File: config.mk
export PLATFORM = sky130hd
export DESIGN_NAME = glyph_text_renderer
export DESIGN_NICKNAME = d
export VERILOG_FILES = /design/src/rtl/glyph_pkg.sv /design/src/rtl/glyph_rom.sv /design/src/rtl/glyph_text_renderer.sv
export SDC_FILE = /design/constraint.sdc
export NUM_CORES = 1
export LEC_CHECK = 0
export CORE_UTILIZATION = 55
export CTS_CLUSTER_DIAMETER = 50
export CTS_CLUSTER_SIZE = 40
export DETAILED_ROUTE_END_ITERATION = 16
export GPL_TIMING_DRIVEN = 0
export PLACE_DENSITY = 0.75
export RECOVER_POWER = 50
export SKIP_LAST_GASP = 1
export SLEW_MARGIN = 20
export SYNTH_ARGS = -nofsm -noshare
export SYNTH_HDL_FRONTEND = slang
export SYNTH_SLANG_ARGS = --single-unit
File: constraint.sdc
create_clock -name clock_25 -period 15.79 [get_ports clock_25]
set_clock_uncertainty 0.2 [all_clocks]
set_input_delay 2.3685 -clock clock_25 [delete_from_list [all_inputs] [get_ports clock_25]]
set_output_delay 2.3685 -clock clock_25 [all_outputs]
set_load 0.05 [all_outputs]
File: src/rtl/glyph_pkg.sv
// Glyph codes, geometry and the 5x5 master font shared by the ROM and the renderer.
// Each master-font cell is stretched to fill the full GLYPH_W x GLYPH_H bitmap.
package glyph_pkg;

   localparam int GLYPH_W    = 20;
   localparam int GLYPH_H    = 20;
   localparam int NUM_GLYPHS = 8;
   localparam int FONT_N     = 5;

   localparam int CHAR_N     = 0;
   localparam int CHAR_E     = 1;
   localparam int CHAR_W     = 2;
   localparam int BLANK_CODE = 3;
   localparam int CHAR_G     = 4;
   localparam int CHAR_A     = 5;
   localparam int CHAR_M     = 6;
   localparam int CHAR_E2    = 7;

   // Row-major, MSB = top-left cell, five bits per row.
   localparam logic [24:0] FONT [8] = '{
      25'b10001_11001_10101_10011_10001,  // N
      25'b11111_10000_11110_10000_11111,  // E
      25'b10001_10001_10101_11011_10001,  // W
      25'b00000_00000_00000_00000_00000,  // blank
      25'b01111_10000_10011_10001_01111,  // G
      25'b01110_10001_11111_10001_10001,  // A
      25'b10001_11011_10101_10001_10001,  // M
      25'b11111_10000_11110_10000_11111   // E
   };

   function automatic logic font_pixel(input int code, input int frow, input int fcol);
      if (code < 0 || code >= NUM_GLYPHS || frow < 0 || frow >= FONT_N ||
          fcol < 0 || fcol >= FONT_N)
         return 1'b0;
      return FONT[3'(code)][5'(24 - (frow * FONT_N + fcol))];
   endfunction

endpackage

File: src/rtl/glyph_rom.sv
// Glyph bitmap ROM addressed by {code, row}; registered read with one cycle of latency.
// Rows at or beyond GLYPH_H and codes at or beyond NUM_GLYPHS read as all zeros.
module glyph_rom #(
   parameter int GLYPH_W    = 20,
   parameter int GLYPH_H    = 20,
   parameter int NUM_GLYPHS = 8,
   parameter int CODE_W     = 3,
   parameter int ROW_W      = 5
) (
   input  logic                     clock_25,
   input  logic [CODE_W+ROW_W-1:0]  addr,
   output logic [GLYPH_W-1:0]       row_bits
);
   import glyph_pkg::*;

   logic [CODE_W-1:0]  code;
   logic [ROW_W-1:0]   row;
   logic [GLYPH_W-1:0] rom_d;

   assign {code, row} = addr;

   always_comb begin
      rom_d = '0;
      if (int'(row) < GLYPH_H && int'(code) < NUM_GLYPHS) begin
         for (int c = 0; c < GLYPH_W; c++)
            rom_d[GLYPH_W-1-c] = font_pixel(int'(code), int'(row) * FONT_N / GLYPH_H,
                                            c * FONT_N / GLYPH_W);
      end
   end

   always_ff @(posedge clock_25)
      row_bits <= rom_d;

endmodule

File: src/rtl/glyph_text_renderer.sv
// Text overlay: shadow/active glyph strings, region mapping and a fixed 3-stage pixel pipeline.
// Optional blinking is built in when the macro GLYPH_BLINK_EN is defined.
module glyph_text_renderer #(
   parameter int GLYPH_W      = glyph_pkg::GLYPH_W,
   parameter int GLYPH_H      = glyph_pkg::GLYPH_H,
   parameter int NUM_GLYPHS   = glyph_pkg::NUM_GLYPHS,
   parameter int STR_LEN      = 8,
   parameter int X0           = 240,
   parameter int Y0           = 230,
   parameter int SCALE_LOG2   = 0,
   parameter int BLINK_FRAMES = 30,
   localparam int CODE_W      = $clog2(NUM_GLYPHS),
   localparam int SLOT_W      = $clog2(STR_LEN)
) (
   input  logic              clock_25,
   input  logic              resetn,
   input  logic              frame_start,
   input  logic [9:0]        pixel_x,
   input  logic [9:0]        pixel_y,
   input  logic              pixel_valid,
   input  logic              text_enable,
   input  logic              wr_en,
   input  logic [SLOT_W-1:0] wr_slot,
   input  logic [CODE_W-1:0] wr_code,
   output logic              pixel_on,
   output logic              pixel_on_valid
);
   import glyph_pkg::*;

   localparam int COL_W = $clog2(GLYPH_W);
   localparam int ROW_W = $clog2(GLYPH_H);
   localparam int X_END = X0 + STR_LEN * GLYPH_W * (1 << SCALE_LOG2);
   localparam int Y_END = Y0 + GLYPH_H * (1 << SCALE_LOG2);

   if (SCALE_LOG2 < 0 || SCALE_LOG2 > 2 || BLINK_FRAMES < 1 || BLINK_FRAMES > 256) begin : g_bad_cfg
      $error("glyph_text_renderer: SCALE_LOG2 or BLINK_FRAMES out of range");
   end

   logic [CODE_W-1:0] shadow [STR_LEN];
   logic [CODE_W-1:0] active [STR_LEN];

   // Commit copies the pre-write shadow, so a coincident write waits for the next frame.
   always_ff @(posedge clock_25) begin
      if (!resetn) begin
         for (int i = 0; i < STR_LEN; i++) begin
            shadow[i] <= CODE_W'(BLANK_CODE);
            active[i] <= CODE_W'(BLANK_CODE);
         end
      end else begin
         if (wr_en && 32'(wr_slot) < STR_LEN)
            shadow[wr_slot] <= wr_code;
         if (frame_start)
            active <= shadow;
      end
   end

   logic text_visible;
`ifdef GLYPH_BLINK_EN
   logic [7:0] blink_cnt;

   always_ff @(posedge clock_25) begin
      if (!resetn) begin
         blink_cnt    <= 8'd0;
         text_visible <= 1'b1;
      end else if (frame_start) begin
         if (blink_cnt == 8'(BLINK_FRAMES - 1)) begin
            blink_cnt    <= 8'd0;
            text_visible <= ~text_visible;
         end else begin
            blink_cnt <= blink_cnt + 8'd1;
         end
      end
   end
`else
   assign text_visible = 1'b1;
`endif

   logic              in_region;
   logic [9:0]        dx, dy, sx;
   logic [SLOT_W-1:0] slot;
   logic [COL_W-1:0]  col;
   logic [ROW_W-1:0]  row;

   assign in_region = pixel_valid &&
                      int'(pixel_x) >= X0 && int'(pixel_x) < X_END &&
                      int'(pixel_y) >= Y0 && int'(pixel_y) < Y_END;
   assign dx   = pixel_x - 10'(X0);
   assign dy   = pixel_y - 10'(Y0);
   assign sx   = dx >> SCALE_LOG2;
   assign slot = SLOT_W'(sx / 10'(GLYPH_W));
   assign col  = COL_W'(sx % 10'(GLYPH_W));
   assign row  = ROW_W'(dy >> SCALE_LOG2);

   logic                    s1_valid, s1_hit, s2_valid, s2_hit;
   logic [COL_W-1:0]        s1_col, s2_col;
   logic [CODE_W+ROW_W-1:0] s1_addr;
   logic [GLYPH_W-1:0]      rom_row;

   always_ff @(posedge clock_25) begin
      if (!resetn) begin
         s1_valid       <= 1'b0;
         s1_hit         <= 1'b0;
         s1_col         <= '0;
         s1_addr        <= '0;
         s2_valid       <= 1'b0;
         s2_hit         <= 1'b0;
         s2_col         <= '0;
         pixel_on       <= 1'b0;
         pixel_on_valid <= 1'b0;
      end else begin
         s1_valid       <= pixel_valid;
         s1_hit         <= in_region && text_enable && text_visible;
         s1_col         <= col;
         s1_addr        <= {active[slot], row};
         s2_valid       <= s1_valid;
         s2_hit         <= s1_hit;
         s2_col         <= s1_col;
         pixel_on       <= s2_hit && rom_row[COL_W'(GLYPH_W - 1) - s2_col];
         pixel_on_valid <= s2_valid;
      end
   end

   glyph_rom #(
      .GLYPH_W    (GLYPH_W),
      .GLYPH_H    (GLYPH_H),
      .NUM_GLYPHS (NUM_GLYPHS),
      .CODE_W     (CODE_W),
      .ROW_W      (ROW_W)
   ) u_rom (
      .clock_25 (clock_25),
      .addr     (s1_addr),
      .row_bits (rom_row)
   );

endmodule

Word-level counts from Yosys, hierarchy flattened
Memory sizes are Yosys's and may differ from the RTL's.
Index checks and enable logic that the tools add are counted.
{"block": "word_totals", "regBits": 89, "mem_bits_ro": 200, "input_bits": 32, "output_inout_bits": 2, "word_cells": 105, "mem_count": 1}
{"name": "(no name shown)", "words": 8, "width": 25, "read_ports": 1, "rd_ports_with_merged_regs": 0, "write_ports": 0, "line": "glyph_pkg.sv:35", "rtl": "return FONT[3'(code)][5'(24 - (frow * FONT_N + fcol))];"}
{"block": "classes", "addsub": 12, "n_mul": 2, "n_div": 3, "magnitude_cmp": 17, "mux": 33, "bitwise_logic": 3, "n_reduce_logical": 8}
{"op": "25-bit two-way mux", "n": 2}
{"op": "5-bit by 7-bit less-than comparator with 1-bit output (second input constant)", "n": 5}
{"op": "32-bit by 6-bit divider with 32-bit output (second input constant)", "n": 1}
{"op": "32-bit by 4-bit >= comparator with 1-bit output (second input constant)", "n": 1}
{"op": "32-bit by 1-bit less-than comparator with 1-bit output (second input constant)", "n": 1}
{"op": "32-bit by 4-bit multiplier with 5-bit output (second input constant)", "n": 1}
{"op": "1-bit binary-select mux with 5-bit select", "n": 6}
{"op": "4-bit by 5-bit subtractor with 5-bit output (first input constant)", "n": 5}
{"op": "24-bit bitwise mux", "n": 1}
{"op": "10-bit by 8-bit >= comparator with 1-bit output (second input constant)", "n": 2}
{"op": "1-bit two-way mux", "n": 19}
{"op": "5-bit by 3-bit adder with 5-bit output (second input constant)", "n": 2}
{"op": "10-bit by 5-bit divider with 10-bit output (second input constant)", "n": 1}
{"op": "10-bit by 8-bit less-than comparator with 1-bit output (second input constant)", "n": 1}
{"op": "10-bit by 9-bit less-than comparator with 1-bit output (second input constant)", "n": 1}
{"op": "10-bit by 5-bit remainder unit with 10-bit output (second input constant)", "n": 1}
{"op": "10-bit by 8-bit subtractor with 10-bit output (second input constant)", "n": 1}
{"op": "3-bit binary-select mux with 3-bit select", "n": 1}
{"op": "3-bit demux with 3-bit select", "n": 1}
{"op": "3-bit two-way mux", "n": 3}
{"op": "4-bit >= comparator (second input constant)", "n": 2}
{"op": "5-bit by 3-bit multiplier with 8-bit output (second input constant)", "n": 1}
{"op": "3-bit NOT with 4-bit output", "n": 2}
{"op": "1-bit logical AND", "n": 7}
{"op": "10 further kinds", "n": 10}

Depth between registers and ports, before layout
{"block": "logic_depth", "word_depth": 9, "ltp_mapped": 28}

Cells and area by module
Synthesis repeated with hierarchy kept, for this count alone.
{"block": "hier_totals", "hier_cells": 801, "area_unflattened_um2": 6468.7}
{"module": "glyph_text_renderer", "n_inst": 1, "cells_per_inst": 468, "area_per_inst_um2": 4124.0}
{"module": "glyph_rom", "n_inst": 1, "cells_per_inst": 333, "area_per_inst_um2": 2344.7}

Worst setup path after synthesis
Ideal clock, no wire load.
{"block": "synth_timing", "path_kind": "register to register", "startpoint": "register s1_addr[3]", "endpoint": "register u_rom.row_bits[16]", "arrival_ns": 5.768, "slack_ns": 9.730, "stages_incl_launch_ff": 29, "synth_period_minus_slack_ns": 6.060, "path_cell_list": "dfxtp_1 > ha_1 > ha_1 > inv_1 > fa_1 > buf_4 > nor2b_1 > a21oi_1 > nor3_1 > a21oi_1 > ha_1 > or3b_1 > a221o_1 > o31a_2 > a211oi_2 > o21ai_2 > or3_1 > buf_2 > buf_1 > ha_1 > buf_1 > inv_1 > ha_1 > inv_1 > nor4_1 > xnor2_1 > mux2i_1 > o21ai_0 > o32ai_1"}
{"block": "synth_between", "elab_chain_len": 8, "elab_cells_between_ends": 14}
{"element": "from (decl)", "line": "glyph_text_renderer.sv:96", "rtl": "logic [CODE_W+ROW_W-1:0] s1_addr;"}
{"element": "from (signal assigned)", "line": "glyph_text_renderer.sv:114", "rtl": "s1_addr <= {active[slot], row};"}
{"element": "5-bit by 3-bit multiplier with 8-bit output", "line": "glyph_rom.sv:26", "rtl": "rom_d[GLYPH_W-1-c] = font_pixel(int'(code), int'(row) * FONT_N / GLYPH_H,"}
{"element": "32-bit by 6-bit divider with 32-bit output", "line": "glyph_rom.sv:26"}
{"element": "32-bit by 4-bit multiplier with 5-bit output", "line": "glyph_pkg.sv:35"}
{"element": "4-bit by 5-bit subtractor with 5-bit output", "line": "glyph_pkg.sv:35"}
{"element": "1-bit binary-select mux with 5-bit select"}
{"element": "1-bit two-way mux"}
{"element": "1-bit two-way mux (not written as such)", "line": "glyph_pkg.sv:35"}
{"element": "1-bit two-way mux"}
{"element": "to (signal assigned)", "line": "glyph_rom.sv:32", "rtl": "row_bits <= rom_d;"}
{"element": "to (decl)", "line": "glyph_rom.sv:12", "rtl": "output logic [GLYPH_W-1:0] row_bits"}
Parallel ways exist; a longest one is shown, timed or not. The select of a mux whose other input is x is not followed.
A chain may end at the register's enable or synchronous reset.

Final worst setup path
Ends and elaborated chain as after synthesis.

==> results.toml <==
[run_status]
status = "finished clean"

[global_routing]
grt-ovfl-total = 0
grt_pass1_vias = 4830
grtUsageTotal = 0.274
grt_pass1_wl_mm = 22.3
antenna_found_initial = 0
grt_start_max_net_pins = 14

[synth]
synthCells = 675
synth_area_leaders = "dfxtp_1 27%, mux2i_1 11%, ha_1 6.4%"
synth_top_area_share = 0.268
async_flop_share = 0
synth_area_leader_cell = "dfxtp_1"
syn-mean-instance-area_um2 = 8.09
synth_cell_types = 73
yosysWarnings = 0
synth_fp_nets = 736
synth_enable_flop_cells = 0
ys.flop_type = "dfxtp_1"
ys_ff_latch = 73
ys_seq_area_frac = 0.268
synth.cell_area_um2 = 5460

[clock_tree]
cts_made_buffers = 9
cts_tree = "done"
cts_setup_buffers = 0
holdBufCountCts = 0
clock_path_buffers = 2
root_buffer = "clkbuf_8"
cts_sinks = 73
cts.clk_slew.worst_paths_ns = 0.07
htreeDepth = 3
worst_skew_pair.late_latency_ns = 0.35
ctsResizeCount = 0

[worst_setup_path]
worstRegToRegCells = 28
arrival_ns = 7.09
max_stage_delay_ns = 0.51
cp_slowest_cell = "buf_1"
cp_max_fo = 12
crit_path_frequent_cell = "ha_1"
start_kind = "flip-flop"
required_ns = 15.82
r2r-start = "s1_addr[3]"
crit_start = "s1_addr[3]"
rrSetupSlack_ns = 8.73
critPathKind = "reg -> reg"
crit_path_end_kind = "flip-flop"

[sta]
setup_viol = 0
finalCriticalPeriod_ns = 7.06
fmax_mhz = 142
fin_crit_sh = 0.447
final-hold-violation-count = 0
grt_setup_unrepaired = "no"
worst_slack_ns = 8.73
slew_headroom = 0.276
tightest_slew_ns = 1.08
tns_ns = 0
whs_ns = 0.212
drv_slew = 0

[route]
drt_iter0_markers = 270
totalWireLength_mm = 13.6
viasPerCell = 6.07
post_drt_wl_per_cell_um = 16.1
drtPass1Iterations = 5
vias = 5144
drc = 0
ant_nets = 0

[worst_hold_path]
worstHoldStart = "s2_hit"
hold_depth = 2
hp-class = "reg -> reg"

[pwr]
vdd_drop_max_v = 0.0000698
p_leak_nw = 2.41
power_density_nw_per_um2 = 139

[floorplan]
die_area_um2 = 10300
row_count = 36
core_um2 = 9680
die_x_um = 102
die_height_um = 102
start_util = 0.564
boundaryPins = 34

[flow_run]
cap_violations = 0

[place]
dpl.cell_count = 832
place_worst_setup_slack_ns = 8.93
placed_area_um2 = 5870
gp_congestion = 1.04
io_buffers = 24
dp_hpwl_mm = 10.2

[final_layout]
antenna_cells = 0
syn_to_final_growth_pct = 11.5
fin_area_um2 = 6090
fill_cells = 860
post_route_cells_drive_above_1_share = 0.0727
final_cells = 848
fin_nets = 771
## power by group
| group | total, W | switching [W] | internal [W] | leakage [nW] |
|---|---|---|---|---|
| clock network | 0.000161 | 0.0000673 | 0.0000936 | 0.107 |
| registers | 0.000207 | 0.00000750 | 0.000199 | 0.596 |
| logic | 0.000481 | 0.000294 | 0.000187 | 1.71 |
| total | 0.000848 | 0.000369 | 0.000480 | 2.41 |
## final cells by class
| type | instances | area [µm²] | share of cell area |
|---|---|---|---|
| Multi-Input combinational cell | 530 | 3710 | 0.609 |
| Sequential cell | 73 | 1460 | 0.240 |
| Timing Repair Buffer | 24 | 240 | 0.0394 |
| Buffer | 44 | 184 | 0.0302 |
| Tap cell | 133 | 166 | 0.0273 |
| Clock buffer | 12 | 145 | 0.0238 |
| Inverter | 28 | 105 | 0.0173 |
| Clock inverter | 4 | 76.3 | 0.0125 |
## Yosys cell counts (9+ instances only)
| master | number |
|---|---|
| nor4_1 | 10 |
| nand2_1 | 77 |
| xor2_1 | 11 |
| xnor2_1 | 20 |
| mux2i_1 | 62 |
| o21ai_0 | 33 |
| buf_2 | 9 |
| and2_1 | 13 |
| dfxtp_1 | 73 |
| nor2_1 | 55 |
| clkbuf_1 | 29 |
| nor3_1 | 19 |
| a21oi_1 | 35 |
| ha_1 | 28 |
| inv_1 | 27 |
## kinds of logic (layout without fill, tap and decap cells)
group           after synthesis  after routing  share of synthesized area
flops                        73             73                      0.268
xor+xnor                     31             31                     0.0497
compound gates              156            156                      0.197
simple gates                240            240                      0.219
buf+inv                      72            112                     0.0529
fa+ha+maj                    29             29                     0.0678
mux                          74             74                      0.147
## state kept, by name, indices dropped and copies added, names as in the netlist
signal and cells:
pixel_on 1, s1_hit 1, s2_col 3, s1_col 3, active 24, s2_valid 1
shadow 24, s2_hit 1, s1_valid 1, pixel_on_valid 1, u_rom.row_bits 5, s1_addr 8
## layer usage
layer	routed length [µm]	GRT usage	vias up
met5	0	0	-
li1	-	-	2522
met1	5770	0.341	2369
met4	338	0.134	0
met2	6580	0.455	216
met3	934	0.0538	37
## layout by cell type, fill, tap and decap left out, types with 4 or more instances in the layout
| cell | synthesis | routed |
|---|---|---|
| a2111oi_0 | 5 | 5 |
| a211oi_1 | 5 | 5 |
| a21boi_0 | 5 | 5 |
| a21oi_1 | 35 | 35 |
| a221oi_1 | 4 | 4 |
| a31oi_1 | 7 | 7 |
| and2_0 | 0 | 6 |
| and2_1 | 13 | 7 |
| and3_1 | 4 | 4 |
| buf_2 | 9 | 9 |
| clkbuf_1 | 29 | 33 |
| clkbuf_8 | 0 | 10 |
| clkdlybuf4s50_1 | 0 | 22 |
| dfxtp_1 | 73 | 73 |
| ha_1 | 28 | 28 |
| inv_1 | 27 | 27 |
| mux2_2 | 8 | 8 |
| mux2i_1 | 62 | 62 |
| mux4_2 | 4 | 4 |
| nand2_1 | 77 | 77 |
| nand2b_1 | 4 | 4 |
| nand3_1 | 8 | 8 |
| nand4_1 | 6 | 6 |
| nand4b_1 | 5 | 5 |
| nor2_1 | 55 | 55 |
| nor2b_1 | 6 | 6 |
| nor3_1 | 19 | 19 |
| nor3b_1 | 6 | 6 |
| nor4_1 | 10 | 10 |
| nor4b_1 | 4 | 4 |
| o211ai_1 | 8 | 8 |
| o21ai_0 | 33 | 33 |
| o22ai_1 | 5 | 5 |
| or3_1 | 7 | 7 |
| xnor2_1 | 20 | 20 |
| xor2_1 | 11 | 11 |
## worst max-delay path: cells and delay by family (launching register included)
| kind | cells | cell delay [ns] |
|---|---|---|
| flip-flops | 1 | 0.34 |
| buffers and inverters | 7 | 1.55 |
| XOR/XNOR | 1 | 0.26 |
| AND/OR/NAND/NOR | 7 | 1.70 |
| AO/OA/AOI/OAI | 7 | 1.05 |
| adder cells (fa/ha/maj) | 6 | 1.84 |
## through the flow
step	utilization	power (W)
2_1_floorplan	-	0.000568
3_3_place_gp	0.606	0.000661
3_5_place_dp	0.606	0.000674
4_1_cts	0.629	0.000836
5_1_grt	0.629	0.000904
6_report	0.629	0.000848
## final timing paths
path | endpoint
max | u_rom.row_bits[16]
min | pixel_on
max reg2reg | u_rom.row_bits[16]
min reg2reg | pixel_on
(Power assumes the default switching activity.)
